### config.mk
export PLATFORM = sky130hd
export DESIGN_NAME = fp_mul_arbiter
export DESIGN_NICKNAME = d
export VERILOG_FILES = /design/src/rtl/fpmul_arb_pkg.sv /design/src/rtl/fpmul_core.sv /design/src/rtl/rr_arbiter.sv /design/src/rtl/fp_mul_arbiter.sv
export SDC_FILE = /design/constraint.sdc
export NUM_CORES = 1
export LEC_CHECK = 0
export CAP_MARGIN = 15
export CORE_ASPECT_RATIO = 1.25
export CORE_MARGIN = 2
export CORE_UTILIZATION = 50
export DETAILED_ROUTE_END_ITERATION = 7
export MAX_ROUTING_LAYER = met4
export PLACE_DENSITY_LB_ADDON = 0.3
export SLEW_MARGIN = 25
export SYNTH_ARGS = -nofsm -noshare
export SYNTH_HDL_FRONTEND = slang
export SYNTH_SLANG_ARGS = --single-unit
### constraint.sdc
create_clock -name iClk -period 24.7 [get_ports iClk]
set_input_delay 4.94 -clock iClk [delete_from_list [all_inputs] [get_ports iClk]]
set_output_delay 4.94 -clock iClk [all_outputs]
set_load 0.05 [all_outputs]
### src/rtl/fpmul_arb_pkg.sv
// Shared definitions for the float-multiplier arbiter.
// Format is 27 bits: sign, 8-bit exponent (bias 127) and 18-bit fraction
// with a hidden leading one.
package fpmul_arb_pkg;

    localparam int FP_W      = 27;
    localparam int FP_EXP_W  = 8;
    localparam int FP_FRAC_W = 18;
    localparam int FP_BIAS   = 127;

    typedef struct packed {
        logic                 s;
        logic [FP_EXP_W-1:0]  e;
        logic [FP_FRAC_W-1:0] f;
    } fp27_t;

    localparam logic [FP_W-1:0] FP_ONE = 27'h1FC0000;

endpackage

### src/rtl/fpmul_core.sv
// Combinational 27-bit float multiplier.
// Ports:
//   a_i, b_i : operands
//   prod_o   : product
// Numeric rules: either exponent zero -> 0; exponent sum below 128 -> 0;
// fraction is truncated; exponent overflow wraps (no saturation).
module fpmul_core
    import fpmul_arb_pkg::*;
(
    input  logic [FP_W-1:0] a_i,
    input  logic [FP_W-1:0] b_i,
    output logic [FP_W-1:0] prod_o
);

    fp27_t a;
    fp27_t b;
    fp27_t p;
    logic [FP_FRAC_W:0]       ma;
    logic [FP_FRAC_W:0]       mb;
    logic [2*FP_FRAC_W+1:0]   mprod;
    logic [FP_EXP_W:0]        esum;
    logic [FP_EXP_W-1:0]      eres;
    logic                     unused_lsbs;

    always_comb begin
        a     = fp27_t'(a_i);
        b     = fp27_t'(b_i);
        ma    = {1'b1, a.f};
        mb    = {1'b1, b.f};
        mprod = {{(FP_FRAC_W+1){1'b0}}, ma} * {{(FP_FRAC_W+1){1'b0}}, mb};
        esum  = {1'b0, a.e} + {1'b0, b.e};
        // 8-bit wrap here is the intended "no saturation" behaviour
        eres  = a.e + b.e - FP_EXP_W'(FP_BIAS) + {{(FP_EXP_W-1){1'b0}}, mprod[2*FP_FRAC_W+1]};
        p     = '0;
        if (a.e != '0 && b.e != '0 && esum >= 9'd128) begin
            p.s = a.s ^ b.s;
            p.e = eres;
            p.f = mprod[2*FP_FRAC_W+1] ? mprod[2*FP_FRAC_W:FP_FRAC_W+1]
                                        : mprod[2*FP_FRAC_W-1:FP_FRAC_W];
        end
        prod_o = p;
    end

    assign unused_lsbs = ^mprod[FP_FRAC_W-1:0];

endmodule

### src/rtl/rr_arbiter.sv
// Round-robin arbiter owning the search pointer.
// Ports:
//   clk_i, rst_i : clock, async active-high reset
//   req_i        : request vector
//   advance_i    : the current grant is taken this cycle
//   gnt_o        : one-hot grant (combinational)
// The pointer moves to one past the granted index when advance_i is high.
module rr_arbiter #(
    parameter int NUM_REQ = 4
) (
    input  logic               clk_i,
    input  logic               rst_i,
    input  logic [NUM_REQ-1:0] req_i,
    input  logic               advance_i,
    output logic [NUM_REQ-1:0] gnt_o
);

    localparam int PTR_W = $clog2(NUM_REQ);

    logic [PTR_W-1:0] ptr_q;
    logic [PTR_W-1:0] ptr_d;
    logic [PTR_W-1:0] gnt_idx;
    logic             found;

    always_comb begin
        gnt_o   = '0;
        gnt_idx = '0;
        found   = 1'b0;
        // first pass: pointer upward; second pass: wrap from index 0
        for (int k = 0; k < NUM_REQ; k++) begin
            if (!found && k >= int'(ptr_q) && req_i[k]) begin
                found    = 1'b1;
                gnt_o[k] = 1'b1;
                gnt_idx  = PTR_W'(k);
            end
        end
        for (int k = 0; k < NUM_REQ; k++) begin
            if (!found && k < int'(ptr_q) && req_i[k]) begin
                found    = 1'b1;
                gnt_o[k] = 1'b1;
                gnt_idx  = PTR_W'(k);
            end
        end
        ptr_d = ptr_q;
        if (advance_i && found) begin
            ptr_d = (gnt_idx == PTR_W'(NUM_REQ-1)) ? '0 : gnt_idx + PTR_W'(1);
        end
    end

    always_ff @(posedge clk_i or posedge rst_i) begin
        if (rst_i) begin
            ptr_q <= '0;
        end else begin
            ptr_q <= ptr_d;
        end
    end

endmodule

### src/rtl/fp_mul_arbiter.sv
// Shares one float multiplier between NUM_REQ requesters.
// Ports:
//   iClk, iRst  : clock, async active-high reset
//   iReqValid   : per-requester operand valid
//   iReqA/iReqB : packed operands, requester k at [27k+26:27k]
//   oReqReady   : one-hot grant, pair accepted on valid&ready
//   oRespValid  : one-hot result strobe
//   oRespProd   : product, held between strobes
//   oBusy       : any pipeline stage valid
// Optional FPMUL_ARB_PERF_EN adds iCntClr and oGrantCnt (16-bit wrapping
// accept counter per requester, clear beats increment).
// Operands presented in the cycle after edge t are captured into stage 1 at
// edge t+1 and appear on the outputs after edge t+LAT.
module fp_mul_arbiter
    import fpmul_arb_pkg::*;
#(
    parameter int NUM_REQ = 4,
    parameter int LAT     = 2
) (
    input  logic                    iClk,
    input  logic                    iRst,
    input  logic [NUM_REQ-1:0]      iReqValid,
    input  logic [NUM_REQ*FP_W-1:0] iReqA,
    input  logic [NUM_REQ*FP_W-1:0] iReqB,
    output logic [NUM_REQ-1:0]      oReqReady,
    output logic [NUM_REQ-1:0]      oRespValid,
    output logic [FP_W-1:0]         oRespProd,
    output logic                    oBusy
`ifdef FPMUL_ARB_PERF_EN
    ,
    input  logic                    iCntClr,
    output logic [NUM_REQ*16-1:0]   oGrantCnt
`endif
);

    logic [NUM_REQ-1:0] gnt;
    logic               accept;
    logic [FP_W-1:0]    sel_a;
    logic [FP_W-1:0]    sel_b;
    logic [FP_W-1:0]    core_prod;

    logic [LAT-1:0]     vld_q;
    logic [LAT-1:0]     vld_d;
    logic [NUM_REQ-1:0] tag_q [LAT];
    logic [NUM_REQ-1:0] tag_d [LAT];
    logic [FP_W-1:0]    dat_q [LAT];
    logic [FP_W-1:0]    dat_d [LAT];

    // grant only ever goes to a valid requester, so any grant is an accept
    assign accept = |gnt;

    rr_arbiter #(.NUM_REQ(NUM_REQ)) u_arb (
        .clk_i     (iClk),
        .rst_i     (iRst),
        .req_i     (iReqValid),
        .advance_i (accept),
        .gnt_o     (gnt)
    );

    always_comb begin
        sel_a = '0;
        sel_b = '0;
        for (int k = 0; k < NUM_REQ; k++) begin
            if (gnt[k]) begin
                sel_a = iReqA[k*FP_W +: FP_W];
                sel_b = iReqB[k*FP_W +: FP_W];
            end
        end
    end

    fpmul_core u_core (
        .a_i    (sel_a),
        .b_i    (sel_b),
        .prod_o (core_prod)
    );

    // data registers only load behind a valid entry, so the last stage
    // holds the previous product while no strobe is pending
    always_comb begin
        vld_d[0] = accept;
        tag_d[0] = gnt;
        dat_d[0] = accept ? core_prod : dat_q[0];
        for (int s = 1; s < LAT; s++) begin
            vld_d[s] = vld_q[s-1];
            tag_d[s] = tag_q[s-1];
            dat_d[s] = vld_q[s-1] ? dat_q[s-1] : dat_q[s];
        end
    end

    always_ff @(posedge iClk or posedge iRst) begin
        if (iRst) begin
            vld_q <= '0;
            for (int s = 0; s < LAT; s++) begin
                tag_q[s] <= '0;
                dat_q[s] <= '0;
            end
        end else begin
            vld_q <= vld_d;
            tag_q <= tag_d;
            dat_q <= dat_d;
        end
    end

    assign oReqReady  = gnt;
    assign oRespValid = vld_q[LAT-1] ? tag_q[LAT-1] : '0;
    assign oRespProd  = dat_q[LAT-1];
    assign oBusy      = |vld_q;

`ifdef FPMUL_ARB_PERF_EN
    logic [15:0] cnt_q [NUM_REQ];
    logic [15:0] cnt_d [NUM_REQ];

    always_comb begin
        for (int k = 0; k < NUM_REQ; k++) begin
            cnt_d[k] = iCntClr ? 16'd0 : cnt_q[k] + {15'd0, gnt[k]};
        end
    end

    always_ff @(posedge iClk or posedge iRst) begin
        if (iRst) begin
            for (int k = 0; k < NUM_REQ; k++) begin
                cnt_q[k] <= '0;
            end
        end else begin
            cnt_q <= cnt_d;
        end
    end

    always_comb begin
        for (int k = 0; k < NUM_REQ; k++) begin
            oGrantCnt[k*16 +: 16] = cnt_q[k];
        end
    end
`endif

endmodule
==> flow_summary.json <==
{
  "synth_compound_area_frac": 0.103,
  "crit_slowest_cell": "clkinv_1",
  "antenna_found_initial": 0,
  "fin_skew_ps": 4.68,
  "wl_mm": 55.7,
  "status": "finished, final reports clean",
  "relSlewSlack": 0.344,
  "critPathBufInv": 10,
  "synthesis.nets": 2602,
  "start_util": 0.505,
  "setup-violations-final": 0,
  "htree_num_levels": 3,
  "layout-drive-gt1-share": 0.0394,
  "grt_pass1_wl_mm": 86.7,
  "antenna_cells": 0,
  "critical-path-top-delay-family": "adder cells",
  "worst_setup_path_start_kind": "input port",
  "drt_pass1_iterations": 6,
  "die_width_um": 166,
  "syn_area_um2": 16400,
  "timing.final.crit_share": 0.654,
  "cts_buffer_depth": 2,
  "hpwlAfterDp_mm": 46.6,
  "io_pins": 258,
  "die_area_um2": 34300,
  "wl_per_cell_um": 21.8,
  "drc": 0,
  "grt_max_degree": 67,
  "cts.repair.resized": 0,
  "path_common_cell": "fa_1",
  "drv_slew": 0,
  "ys_seq_area_frac": 0.101,
  "post-cts-setup-buffers": 0,
  "hold_buffers": 0,
  "cts-root-buf": "clkbuf_16",
  "synth-seq-cells": 66,
  "via_count": 14500,
  "muxShareOfSynthArea": 0.0185,
  "path_class": "input port to flip-flop",
  "synth-adder-area-share": 0.462,
  "fillCellCount": 2920,
  "drt_iter0_drc": 1388,
  "hold_class": "flip-flop to flip-flop",
  "worst_pin_slew_ps": 981,
  "fmax_ghz": 0.0619,
  "crit_path_max_incr_delay_ps": 730,
  "port_buffers": 257,
  "syn2layout_area_growth_pct": 18.2,
  "clkSinkCount": 66,
  "required_ps": 24900,
  "synth_xor_area_frac": 0.0160,
  "fin_crit_ps": 16160,
  "grtUsageTotal": 0.340,
  "synth_top_family_by_area": "adder cells",
  "yosysWarnings": 0,
  "synthFlopType": "dfrtp_1",
  "core_um2": 32500,
  "drv_cap": 0,
  "cp-end-kind": "flip-flop",
  "ys_types": 75,
  "worst_hold_slack_ps": 348,
  "overflow": 0,
  "syn-instance-count": 1951,
  "gp_congestion": 1.08,
  "via_per_inst": 5.70,
  "critPathArrivalTime_ps": 16360,
  "grt_pass1_vias": 15600,
  "final_nets": 2778,
  "rows": 74,
  "synth_edf_count": 0,
  "drt.antenna.violating_nets": 0,
  "clk_latency_ps": 320,
  "final-hold-violation-count": 0,
  "register_area_um2": 1650,
  "synth_simple_gate_area_frac": 0.170,
  "fp.dieH_um": 206,
  "rsz0062_at_grt": "no",
  "synth.avg_cell_area_um2": 8.40,
  "clkTransAtPathRegs_ps": 50,
  "multi_input_area_um2": 12600,
  "async_flop_share": 1.00,
  "path_max_fanout": 43,
  "cts_made_buffers": 9,
  "cts_tree": "yes",
  "totalNegativeSetupSlack_ps": 0
}
## area by class of cell
type                    instances  share of cell area
multi-input cells            1359               0.652
repair buffers                277               0.140
flip-flops and latches         66              0.0853
inverters                     414              0.0804
well taps                     418              0.0270
clock buffers                  13              0.0124
clock inverters                 3             0.00207
## per-layer routing
layer  GRT usage  wire length (um)
met5           -                 0
met1       0.379             20300
met3      0.0550              4370
met2       0.586             27300
met4       0.192              3690
## worst paths after layout
| path | startpoint | cells past startpoint | end | slack (ps) |
|---|---|---|---|---|
| max in group asynchronous | iRst | 3 | vld_q[0] | 18920 |
| worst max register to register | u_arb.ptr_q[0] | 41 | dat_q[52] | 13320 |
| worst min register to register | tag_d[0] | 0 | tag_q[0] | 350 |
| min in group asynchronous | iRst | 3 | oRespProd[3] | 5180 |
| worst min-delay path | tag_d[0] | 0 | tag_q[0] | 350 |
| worst max-delay path | iReqValid[0] | 43 | dat_q[52] | 8540 |
## flip-flops by register name, indices dropped and copies added (netlist names)
signal	count
vld_q	2
tag_d	4
dat_q	27
tag_q	4
u_arb.ptr_q	2
oRespProd	27
## cells in the mapped netlist (5+ instances only)
master | count | area share
and4_1 | 20 | 0.011
nor3_1 | 14 | 0.0043
a222oi_1 | 14 | 0.0085
xor2_1 | 8 | 0.0043
buf_1 | 12 | 0.0027
dfrtp_1 | 66 | 0.10
nand2b_1 | 6 | 0.0023
o211ai_1 | 12 | 0.0055
and2_0 | 5 | 0.0019
a221o_1 | 13 | 0.0079
ha_1 | 134 | 0.10
a31oi_1 | 10 | 0.0038
a211oi_1 | 7 | 0.0032
and3_1 | 7 | 0.0027
fa_1 | 295 | 0.36
buf_2 | 5 | 0.0015
nor2_1 | 203 | 0.046
a21boi_1 | 5 | 0.0023
nand2_1 | 304 | 0.070
o21ai_0 | 27 | 0.0082
and2_1 | 14 | 0.0053
o21bai_1 | 12 | 0.0055
inv_1 | 395 | 0.090
buf_4 | 34 | 0.016
nand4_1 | 17 | 0.0065
nand3_1 | 16 | 0.0049
clkbuf_1 | 60 | 0.014
xnor2_1 | 22 | 0.012
a21oi_1 | 51 | 0.016
clkinv_1 | 12 | 0.0027
o21a_1 | 11 | 0.0050
inv_2 | 5 | 0.0011
or3_1 | 5 | 0.0019
mux2_2 | 27 | 0.019
nor2b_1 | 8 | 0.0031
a21o_1 | 27 | 0.012
## stage by stage
step	area, um2	utilization	cells	setup slack (ps)
final	19400	0.596	2550	8540
after global routing	19400	0.596	2550	7820
after CTS	19400	0.596	2550	8770
after detailed placement	19100	0.588	2534	8450
after global placement	19100	0.588	2534	8640
after floorplan	16400	-	1951	10390
## layout by cell type, fill, tap and decap left out, drive strengths merged, types with 20 or more instances in the layout
cell type      count
a21o              27
and4              20
dfrtp             66
mux2              27
o21ai             30
nor2             203
inv              401
ha               134
buf               20
clkdlybuf4s50    257
a21oi             52
nand2            304
xnor2             22
fa               295
## cells by family after synthesis
logic type,after synthesis
AOI/OAI and AO/OA,235
xor gates and xnor gates,30
adders and majority gates,429
buffers and inverters,526
DFF,66
muxes,27
and+or+nand+nor,638
Power is not shown: default switching activity piles up to over one toggle a cycle in this logic, so the estimate is an artifact.
